<file path="src/rtl/muldiv_sequencer_if.sv">
// Request/response and shared-ALU signals of the iterative multiply/divide sequencer.
interface muldiv_sequencer_if #(
  parameter int unsigned XLEN = 32
);
  logic            start;
  logic            flush;
  logic [2:0]      op;
  logic [XLEN-1:0] rs1;
  logic [XLEN-1:0] rs2;
  logic            busy;
  logic            done;
  logic [XLEN-1:0] result;
  logic [XLEN-1:0] alu_a;
  logic [XLEN-1:0] alu_b;
  logic [3:0]      alu_control;
  logic [XLEN-1:0] alu_result;
  logic            alu_carry;

  // Pipeline side: issues requests and owns the ALU that the sequencer borrows.
  modport master (
    output start, flush, op, rs1, rs2, alu_result, alu_carry,
    input  busy, done, result, alu_a, alu_b, alu_control
  );

  // Sequencer side.
  modport slave (
    input  start, flush, op, rs1, rs2, alu_result, alu_carry,
    output busy, done, result, alu_a, alu_b, alu_control
  );
endinterface

</file>
<file path="src/rtl/muldiv_sequencer.sv">
// Iterative RV32M multiply/divide controller sequencing the shared ALU over 32 iterations.
module muldiv_sequencer #(
  parameter int unsigned XLEN    = 32,
  parameter logic [3:0]  ALU_ADD = 4'b0000,
  parameter logic [3:0]  ALU_SUB = 4'b1000
) (
  input logic                clk,
  input logic                rst_n,
  muldiv_sequencer_if.slave  bus
);

  typedef enum logic [2:0] {StIdle, StPrep, StIter, StFix, StDone} state_e;

  state_e          state_q, state_d;
  logic [2:0]      op_q;
  logic [XLEN-1:0] a_q, b_q;
  logic [XLEN-1:0] lo_q;    // multiplier / dividend-then-quotient
  logic [XLEN-1:0] hi_q;    // product high accumulator / partial remainder
  logic [XLEN-1:0] opb_q;   // multiplicand / divisor magnitude
  logic [5:0]      cnt_q;
  logic            neg_res_q, neg_rem_q;
  logic [XLEN-1:0] result_q;

  logic            busy, done;
  logic [XLEN-1:0] alu_a, alu_b;
  logic [3:0]      alu_control;

  // Operand decode, evaluated from the latched request during PREP.
  logic            is_div, signed_a, signed_b, sign_a, sign_b;
  logic [XLEN-1:0] mag_a, mag_b;
  logic            div_zero, div_ovf, special;
  logic [XLEN-1:0] special_res;

  assign is_div   = op_q[2];
  assign signed_a = is_div ? ~op_q[0] : (op_q[1:0] == 2'b01 || op_q[1:0] == 2'b10);
  assign signed_b = is_div ? ~op_q[0] : (op_q[1:0] == 2'b01);
  assign sign_a   = signed_a & a_q[XLEN-1];
  assign sign_b   = signed_b & b_q[XLEN-1];
  assign mag_a    = sign_a ? -a_q : a_q;
  assign mag_b    = sign_b ? -b_q : b_q;
  assign div_zero = is_div && (b_q == '0);
  assign div_ovf  = is_div && !op_q[0] && (a_q == {1'b1, {(XLEN-1){1'b0}}}) && (b_q == '1);
  assign special  = div_zero | div_ovf;
  // op_q[1] separates REM* from DIV*.
  assign special_res = div_zero ? (op_q[1] ? a_q : '1)
                                : (op_q[1] ? '0 : {1'b1, {(XLEN-1){1'b0}}});

  // Restoring-divide step: remainder shifted left with the next dividend bit.
  logic [XLEN:0] shifted;
  logic          take;
  assign shifted = {hi_q, lo_q[XLEN-1]};
  assign take    = shifted[XLEN] | bus.alu_carry;

  // Sign fix-up and result select.
  logic [2*XLEN-1:0] prod_fix;
  logic [XLEN-1:0]   quo_fix, rem_fix, fix_res;
  assign prod_fix = neg_res_q ? -{hi_q, lo_q} : {hi_q, lo_q};
  assign quo_fix  = neg_res_q ? -lo_q : lo_q;
  assign rem_fix  = neg_rem_q ? -hi_q : hi_q;

  // Pick the architectural result for the latched funct3.
  always_comb begin
    fix_res = prod_fix[XLEN-1:0];
    unique case (op_q)
      3'b000:                 fix_res = prod_fix[XLEN-1:0];
      3'b001, 3'b010, 3'b011: fix_res = prod_fix[2*XLEN-1:XLEN];
      3'b100, 3'b101:         fix_res = quo_fix;
      default:                fix_res = rem_fix;
    endcase
  end

  // State register.
  always_ff @(posedge clk or negedge rst_n) begin
    if (!rst_n) state_q <= StIdle;
    else        state_q <= state_d;
  end

  // Next state, status outputs and ALU drive; the ALU is left at add/0/0 unless iterating.
  always_comb begin
    state_d     = state_q;
    busy        = 1'b0;
    done        = 1'b0;
    alu_a       = '0;
    alu_b       = '0;
    alu_control = ALU_ADD;
    unique case (state_q)
      StIdle: if (bus.start && !bus.flush) state_d = StPrep;
      StPrep: begin
        busy    = 1'b1;
        state_d = special ? StDone : StIter;
      end
      StIter: begin
        busy = 1'b1;
        if (is_div) begin
          alu_a       = shifted[XLEN-1:0];
          alu_b       = opb_q;
          alu_control = ALU_SUB;
        end else begin
          alu_a = hi_q;
          alu_b = lo_q[0] ? opb_q : '0;
        end
        if (cnt_q == 6'd31) state_d = StFix;
      end
      StFix: begin
        busy    = 1'b1;
        state_d = StDone;
      end
      StDone: begin
        done    = 1'b1;
        state_d = StIdle;
      end
      default: state_d = StIdle;
    endcase
    if (bus.flush && state_q != StIdle) state_d = StIdle;
  end

  // Operand latch, iteration datapath and result register.
  always_ff @(posedge clk or negedge rst_n) begin
    if (!rst_n) begin
      op_q      <= '0;
      a_q       <= '0;
      b_q       <= '0;
      lo_q      <= '0;
      hi_q      <= '0;
      opb_q     <= '0;
      cnt_q     <= '0;
      neg_res_q <= 1'b0;
      neg_rem_q <= 1'b0;
      result_q  <= '0;
    end else begin
      unique case (state_q)
        StIdle: if (bus.start && !bus.flush) begin
          op_q <= bus.op;
          a_q  <= bus.rs1;
          b_q  <= bus.rs2;
        end
        StPrep: if (!bus.flush) begin
          neg_res_q <= sign_a ^ sign_b;
          neg_rem_q <= sign_a;
          cnt_q     <= '0;
          hi_q      <= '0;
          lo_q      <= is_div ? mag_a : mag_b;
          opb_q     <= is_div ? mag_b : mag_a;
          if (special) result_q <= special_res;
        end
        StIter: begin
          cnt_q <= cnt_q + 6'd1;
          if (is_div) begin
            hi_q <= take ? bus.alu_result : shifted[XLEN-1:0];
            lo_q <= {lo_q[XLEN-2:0], take};
          end else begin
            {hi_q, lo_q} <= {bus.alu_carry, bus.alu_result, lo_q[XLEN-1:1]};
          end
        end
        StFix: if (!bus.flush) result_q <= fix_res;
        default: ;
      endcase
    end
  end

  assign bus.busy        = busy;
  assign bus.done        = done;
  assign bus.result      = result_q;
  assign bus.alu_a       = alu_a;
  assign bus.alu_b       = alu_b;
  assign bus.alu_control = alu_control;

endmodule
</file>
<file path="src/flat_wrapper.sv">
// flat-port wrapper written by rule: the top's interface ports become plain ports
module muldiv_sequencer_flat 
#(
  parameter int unsigned XLEN    = 32,
  parameter logic [3:0]  ALU_ADD = 4'b0000,
  parameter logic [3:0]  ALU_SUB = 4'b1000
)
  (clk, rst_n, bus_start, bus_flush, bus_op, bus_rs1, bus_rs2, bus_alu_result, bus_alu_carry, bus_busy, bus_done, bus_result, bus_alu_a, bus_alu_b, bus_alu_control);
  muldiv_sequencer_if #(.XLEN(XLEN)) bus_i ();
  input logic clk;
  input logic rst_n;
  input wire logic [$bits(bus_i.start)-1:0] bus_start;
  input wire logic [$bits(bus_i.flush)-1:0] bus_flush;
  input wire logic [$bits(bus_i.op)-1:0] bus_op;
  input wire logic [$bits(bus_i.rs1)-1:0] bus_rs1;
  input wire logic [$bits(bus_i.rs2)-1:0] bus_rs2;
  input wire logic [$bits(bus_i.alu_result)-1:0] bus_alu_result;
  input wire logic [$bits(bus_i.alu_carry)-1:0] bus_alu_carry;
  output wire logic [$bits(bus_i.busy)-1:0] bus_busy;
  output wire logic [$bits(bus_i.done)-1:0] bus_done;
  output wire logic [$bits(bus_i.result)-1:0] bus_result;
  output wire logic [$bits(bus_i.alu_a)-1:0] bus_alu_a;
  output wire logic [$bits(bus_i.alu_b)-1:0] bus_alu_b;
  output wire logic [$bits(bus_i.alu_control)-1:0] bus_alu_control;
  assign bus_i.start = bus_start;
  assign bus_i.flush = bus_flush;
  assign bus_i.op = bus_op;
  assign bus_i.rs1 = bus_rs1;
  assign bus_i.rs2 = bus_rs2;
  assign bus_i.alu_result = bus_alu_result;
  assign bus_i.alu_carry = bus_alu_carry;
  assign bus_busy = bus_i.busy;
  assign bus_done = bus_i.done;
  assign bus_result = bus_i.result;
  assign bus_alu_a = bus_i.alu_a;
  assign bus_alu_b = bus_i.alu_b;
  assign bus_alu_control = bus_i.alu_control;
  muldiv_sequencer #(.XLEN(XLEN), .ALU_ADD(ALU_ADD), .ALU_SUB(ALU_SUB)) u_core (.clk(clk), .rst_n(rst_n), .bus(bus_i));
endmodule
</file>
<file path="config.mk">
export PLATFORM = sky130hd
export DESIGN_NAME = muldiv_sequencer_flat
export DESIGN_NICKNAME = d
export VERILOG_FILES = /design/src/rtl/muldiv_sequencer_if.sv /design/src/rtl/muldiv_sequencer.sv /design/src/flat_wrapper.sv
export SDC_FILE = /design/constraint.sdc
export NUM_CORES = 1
export LEC_CHECK = 0
export BUFFER_PORTS_ARGS = -buffer_cell sky130_fd_sc_hd__buf_4
export CAP_MARGIN = 20
export CORE_MARGIN = 5
export CORE_UTILIZATION = 50
export DETAILED_ROUTE_END_ITERATION = 10
export PLACE_DENSITY = 0.71
export REMOVE_ABC_BUFFERS = 1
export SETUP_SLACK_MARGIN = 0.02
export SYNTH_ARGS = -nofsm -noshare
export SYNTH_HDL_FRONTEND = slang
export SYNTH_SLANG_ARGS = --single-unit
</file>
<file path="constraint.sdc">
create_clock -name clk -period 7.4 [get_ports clk]
set_input_delay 0.74 -clock clk [delete_from_list [all_inputs] [get_ports clk]]
set_output_delay 0.74 -clock clk [all_outputs]
set_load 0.02 [all_outputs]
</file>
### Word level (Yosys, flattened, before mapping)

Index checks and enable logic that the tools add are counted.

| word-level totals | value |
|---|---|
| register bits after elaboration | 206 |
| output and inout port bits | 102 |

| operators by class | value |
|---|---|
| add/sub/neg operators | 6 |
| equality and inequality tests | 19 |
| muxes and demuxes | 40 |
| bitwise operators | 7 |
| reductions and logical operators | 23 |

Operators by type and width:

| kind | count |
|---|---|
| 32-bit two-way mux | 22 |
| 32-bit case mux with 2 select lines | 3 |
| 32-bit negation | 4 |
| 32-bit case mux with 3 select lines | 1 |
| 32-bit == test (second input constant) | 2 |
| 64-bit two-way mux | 1 |
| 64-bit negation | 1 |
| 32-bit logical NOT | 1 |
| 3-bit by 2-bit == test with 1-bit output (second input constant) | 4 |
| 3-bit two-way mux | 4 |
| 3-bit case mux with 4 select lines | 1 |
| 6-bit case mux with 2 select lines | 1 |
| 3-bit == test (second input constant) | 3 |
| 4-bit two-way mux | 2 |
| 2-bit AND reduction | 4 |
| 6-bit by 1-bit adder with 6-bit output (second input constant) | 1 |
| 3-bit by 1-bit == test with 1-bit output (second input constant) | 2 |
| 6-bit by 5-bit == test with 1-bit output (second input constant) | 1 |
| 1-bit logical AND | 6 |
| 3-bit logical NOT | 2 |
| 6-bit two-way mux | 1 |
| 3-bit by 1-bit != test with 1-bit output (second input constant) | 2 |
| 3-bit OR reduction | 2 |
| 1-bit two-way mux | 4 |
| 14 further kinds | 20 |

### Depth between registers and ports, before layout

| depth | value |
|---|---|
| depth after elaboration | 8 |
| mapped depth | 12 |
| gate-level depth less buffers | 10 |

### Worst setup path before layout

OpenSTA, ideal clock, no wires.

| timing | value |
|---|---|
| path type | reg-to-reg |
| start point | register u_core.hi_q[0] |
| end point | register u_core.result_q[28] (netlist: u_core.bus.result[28]) |
| arrival | 3007 ps |
| path slack | 4269 ps |
| cell stages (with the launch flop) | 13 |
| path buffers | 3 |
| path through | dfrtp_1 > clkbuf_1 > inv_1 > ha_1 > clkbuf_1 > or4b_2 > or4_1 > clkbuf_1 > o31ai_1 > xor2_1 > o22ai_1 > a22oi_1 > nand2_1 |

| between the ends | value |
|---|---|
| longest elaborated chain between the ends | 5 |
| elaborated cells on any way between the ends | 7 |
| classes of those cells | add/sub (2); mux (5) |

Ends and longest elaborated chain:

| item | RTL line | RTL |
|---|---|---|
| start, declared | muldiv_sequencer.sv:18 | `logic [XLEN-1:0] hi_q;` |
| start signal, assigned | muldiv_sequencer.sv:149 | `hi_q <= take ? bus.alu_result : shifted[XLEN-1:0];` |
| start signal, assigned | muldiv_sequencer.sv:152 | `{hi_q, lo_q} <= {bus.alu_carry, bus.alu_result, lo_q[XLEN-1:1]};` |
| 64-bit negation or 32-bit negation (tied branches) | muldiv_sequencer.sv:57, muldiv_sequencer.sv:59 |  |
| 64-bit two-way mux or 32-bit two-way mux (tied branches) | muldiv_sequencer.sv:57, muldiv_sequencer.sv:59 |  |
| 32-bit case mux with 3 select lines (*) | muldiv_sequencer.sv:64 | `unique case (op_q)` |
| 32-bit two-way mux (*) | muldiv_sequencer.sv:155 | `StFix: if (!bus.flush) result_q <= fix_res;` |
| 32-bit case mux with 2 select lines (*) | muldiv_sequencer.sv:131 | `unique case (state_q)` |
| end signal, assigned | muldiv_sequencer.sv:144 | `if (special) result_q <= special_res;` |
| end signal, assigned | muldiv_sequencer.sv:155 |  |
| end, declared | muldiv_sequencer.sv:22 | `logic [XLEN-1:0] result_q;` |

Mark *: on every way between the ends. The rest lies on a longest branch, timed or not. The select of a mux whose other input is x is not followed.
A chain may end at the register's enable or synchronous reset.

### Worst setup path in the final report

| timing | value |
|---|---|
| start point | register u_core.b_q[4] |
| end point | register u_core.result_q[19] (netlist: u_core.bus.result[19]) |

| between the ends | value |
|---|---|
| longest elaborated chain between the ends | 6 |
| elaborated cells on any way between the ends | 11 |
| classes of those cells | eq/ne (2); mux (4); bitwise (1); reduce/logical (4) |

Ends and longest elaborated chain:

| item | RTL line | RTL |
|---|---|---|
| start, declared | muldiv_sequencer.sv:16 | `logic [XLEN-1:0] a_q, b_q;` |
| start signal, assigned | muldiv_sequencer.sv:135 | `b_q <= bus.rs2;` |
| 32-bit logical NOT | muldiv_sequencer.sv:41 | `assign div_zero = is_div && (b_q == '0);` |
| 1-bit logical AND | muldiv_sequencer.sv:41 |  |
| 32-bit two-way mux | muldiv_sequencer.sv:45 | `assign special_res = div_zero ? (op_q[1] ? a_q : '1)` |
| 32-bit two-way mux | muldiv_sequencer.sv:144 |  |
| 32-bit two-way mux | muldiv_sequencer.sv:137 | `StPrep: if (!bus.flush) begin` |
| 32-bit case mux with 2 select lines | muldiv_sequencer.sv:131 |  |

Several ways; a longest one is shown, not always the timed one. The select of a mux whose other input is x is not followed.

==> metrics <==
fin util=0.584; clk_lat worst skew=between 0.5 and 0.6 ns; top-area cell type share of the netlist area=0.346; number of buffers added to fix hold violations after cts=0; proportion of power drawn by the clock network=0.202; max-slew violation total from the final report=0; post-cts sizing count=0; Yosys cell types=77; CP Launch Point=u_core.b_q[4]; clk sinks=between 200 and 250; main combinational cell family by area after synthesis=compound AO/OA/AOI/OAI gates; largest net degree at the start of global routing=between 100 and 150; class of the tightest hold or removal check=in -> async; vias in the first global route=about 14000; sequential cell area fraction in the yosys report=0.346; routed length per instance=approximately 22 µm; top post-synthesis cells by area=sky130_fd_sc_hd__dfrtp_1 35%, sky130_fd_sc_hd__o21ai_0 6.1%, sky130_fd_sc_hd__mux2_2 5.7%; power share of the combinational group=0.441; Worst Setup Path Type=reg -> reg; final hold viol count=0; synthesized netlist cell count=roughly 1800; global-route wire length before repair=about 78 mm; slowest library cell on the worst path=sky130_fd_sc_hd__nor3_1; layout filler cell count=~2700; worst rel slew slack=0.239; multiplexer area fraction after synthesis=0.107; total of flip-flops plus latches after synthesis=between 200 and 250; switching power share of the total=0.446; WP data arrival=4.69 ns; clock period minus worst slack=4.27 ns; Achievable Freq=around 0.23 GHz; Simple-Gate Fraction of Synth Area=0.185; cell chain of the critical path=nor4_1, nand4_1, nor3_1, a311o_2, nand2_2, clkinv_2, o211ai_1, o32a_1; count of buffers from port buffering=between 200 and 250; share of the cycle needed by the critical path after routing=0.578; worst-case hold slack=0.257 ns; number of diodes=0; arithmetic-cell share of the synthesized area counting full adders, half adders and majority gates=0.00841; Placer Congestion=between 0.9 and 1; area of all placed cells without fillers=approximately 17000 µm²; internal power of the cells=3310 µW; Cell Area, Placed=approximately 16000 µm²; aggregate global-route resource usage=0.291; slack of the critical path=about 3.1 ns; Syn-to-layout area delta=15.6%; reported leakage power=approximately 0.0071 µW; area of the die=around 33000 µm²; nature of the critical path endpoint=register; most frequent cells in the layout=223 x sky130_fd_sc_hd__buf_4, 205 x sky130_fd_sc_hd__dfrtp_1, 178 x sky130_fd_sc_hd__o21ai_0, 162 x sky130_fd_sc_hd__nand2_1, 128 x sky130_fd_sc_hd__nor2_1; VDD IR-drop max=roughly 0.21 mV; async set-or-reset flop fraction in the synthesized netlist=1.00; Max H-tree Level=1; grt total ovfl=0; kind of cell adding the most delay to the critical path=simple AND/OR/NAND/NOR gates; clock skew after layout=0.0120 ns; Psw=~2700 µW; beginning of the worst register-to-register path=u_core.b_q[4]; sequential group share of total power=0.358; max-cap violations=0; CTS Buf Count=25; Horiz. Die Dim=about 180 µm; placeable core region=about 29000 µm²; largest fanout on the critical path=41; power per cell area=approximately 350 nW/µm²; longest individual stage delay on the worst path=approximately 0.8 ns; count of flip-flops with a built-in enable after synthesis=0; CTS tree=done; remaining number of nets flagged by the antenna check after routing=0; share of final-layout standard cells stronger than drive strength 1=0.193; outcome=complete, no violations; ratio of routed vias to standard cells=between 6 and 7; number of DRC violations after detailed routing=0; Warnings, synthesis=0; buffer depth of the longest clock path=3; Worst-Margin Slew=between 1 and 1.5 ns; clock transition at the registers of the reported paths=0.06 ns; primary flip-flop cell chosen by synthesis mapping=sky130_fd_sc_hd__dfrtp_1; post-synthesis average cell area=between 8 and 9 µm²; data required time of the worst path=about 7.8 ns; total wirelength of the detailed-routed design=50.5 mm; Die H=between 150 and 200 µm; fraction of the mapped netlist area in compound gates=0.220; cell row count=between 60 and 70; largest area contributor in the netlist=sky130_fd_sc_hd__dfrtp_1; RSZ-0062 raised after global routing=no; initial antenna violation count=0; number of setup buffers added after CTS=0; synthesized cell area=around 15000 µm²; cell at the root of the clock tree=sky130_fd_sc_hd__clkbuf_16; I/O pin count=206; leading cell type in the layout, fill and taps excluded=sky130_fd_sc_hd__buf_4; DP HPWL=36.3 mm; worst-case setup slack after placement=roughly 3.3 ns; Final setup violation count=0; first-pass detailed-route iteration total=8; via count=around 15000; category of the worst setup path launch point=register; CP bufs+invs=1; xor and xnor fraction of the mapped netlist area=0.0789; Iter 0 DRT Violations=~1700; initial core utilization=0.505; number of nets in the final layout=just under 2000
[final cells by class]
class | instances | area (µm²) | area share
Multi-Input combinational cell | 1382 | 8970 | 0.521
Sequential cell | 206 | 5160 | 0.300
Tap cell | 390 | 488 | 0.0284
Clock inverter | 9 | 105 | 0.00611
Timing Repair Buffer | 225 | 1720 | 0.0997
Clock buffer | 32 | 682 | 0.0396
Inverter | 22 | 83.8 | 0.00487
[cell usage after synthesis (9+ instances only)]
cell type and count:
sky130_fd_sc_hd__o211ai_1 26, sky130_fd_sc_hd__nor3_1 33, sky130_fd_sc_hd__inv_1 21, sky130_fd_sc_hd__nand4_1 14
sky130_fd_sc_hd__a31oi_1 24, sky130_fd_sc_hd__nand2b_1 17, sky130_fd_sc_hd__o22ai_1 13, sky130_fd_sc_hd__o31ai_1 29
sky130_fd_sc_hd__buf_1 22, sky130_fd_sc_hd__o221ai_1 24, sky130_fd_sc_hd__a21oi_1 121, sky130_fd_sc_hd__xor2_1 58
sky130_fd_sc_hd__nor2_1 129, sky130_fd_sc_hd__a221oi_1 9, sky130_fd_sc_hd__o21a_1 10, sky130_fd_sc_hd__ha_1 10
sky130_fd_sc_hd__o41ai_1 16, sky130_fd_sc_hd__mux2_2 75, sky130_fd_sc_hd__nand2_1 164, sky130_fd_sc_hd__nor4_1 31
sky130_fd_sc_hd__xnor2_1 76, sky130_fd_sc_hd__and2_1 36, sky130_fd_sc_hd__clkbuf_1 153, sky130_fd_sc_hd__or4_1 21
sky130_fd_sc_hd__mux2i_1 75, sky130_fd_sc_hd__dfrtp_1 206, sky130_fd_sc_hd__nand3_1 73, sky130_fd_sc_hd__or3_1 11
sky130_fd_sc_hd__o21ai_0 180
[state kept, by name, summed over array words and instances (netlist names)]
name,cells
u_core.b_q,32
u_core.a_q,32
u_core.op_q,3
u_core.opb_q,32
u_core.lo_q,32
u_core.state_q,3
u_core.neg_rem_q,1
u_core.bus.result,32
u_core.neg_res_q,1
u_core.hi_q,32
u_core.cnt_q,6
[worst reg2reg max path, cell delays in order (launching register included)]
cell                       delay (ns)
sky130_fd_sc_hd__dfrtp_1         0.43
sky130_fd_sc_hd__nor4_1          0.73
sky130_fd_sc_hd__nand4_1         0.51
sky130_fd_sc_hd__nor3_1          0.78
sky130_fd_sc_hd__a311o_2         0.27
sky130_fd_sc_hd__nand2_2         0.47
sky130_fd_sc_hd__clkinv_2        0.52
sky130_fd_sc_hd__o211ai_1        0.14
sky130_fd_sc_hd__o32a_1          0.30
[cells by family after synthesis]
family,count (synthesis)
xor gates and xnor gates,134
muxes,150
AOI/OAI and AO/OA,522
and+or+nand+nor,563
adders and majority gates,10
DFF,206
other,1
buffers and inverters,206
[per-layer routing]
metal  routed length (µm)  up-vias  track usage
li1                     -     6644            -
met1                21000     6926        0.408
met2                22700      796        0.450
met3                 4700      136       0.0528
met4                 2080        0        0.108
met5                    0        -            0
[power groups by stage]
| stage | logic, µW | registers (µW) | clock network, µW |
|---|---|---|---|
| final | 2630 | 2140 | 1200 |
| after global routing | 2880 | 2180 | 1270 |
| after CTS | 2590 | 2110 | 1220 |
| after detailed placement | 2580 | 2120 | 0 |
| after global placement | 2540 | 2100 | 0 |
| after floorplan | 1750 | 2040 | 0 |
[metrics by stage]
step | setup TNS (ns) | power [µW] | std cells
after floorplan | -21.79 | 3790 | 1610
after global placement | 0 | 4640 | 2223
after detailed placement | 0 | 4700 | 2223
after CTS | 0 | 5920 | 2264
after global routing | 0 | 6330 | 2266
final | 0 | 5970 | 2266
[final timing paths]
path / to / slack [ns] / cells past startpoint
min in group clk: u_core.state_q[1] / 0.42 / 2
worst max-delay path: u_core.bus.result[19] / 3.13 / 8
worst max register to register: u_core.bus.result[19] / 3.13 / 8
max in group asynchronous: u_core.lo_q[26] / 5.98 / 3
worst min-delay path: u_core.hi_q[6] / 0.26 / 1
worst min register to register: u_core.opb_q[17] / 0.46 / 2
(Power assumes the default switching activity.)
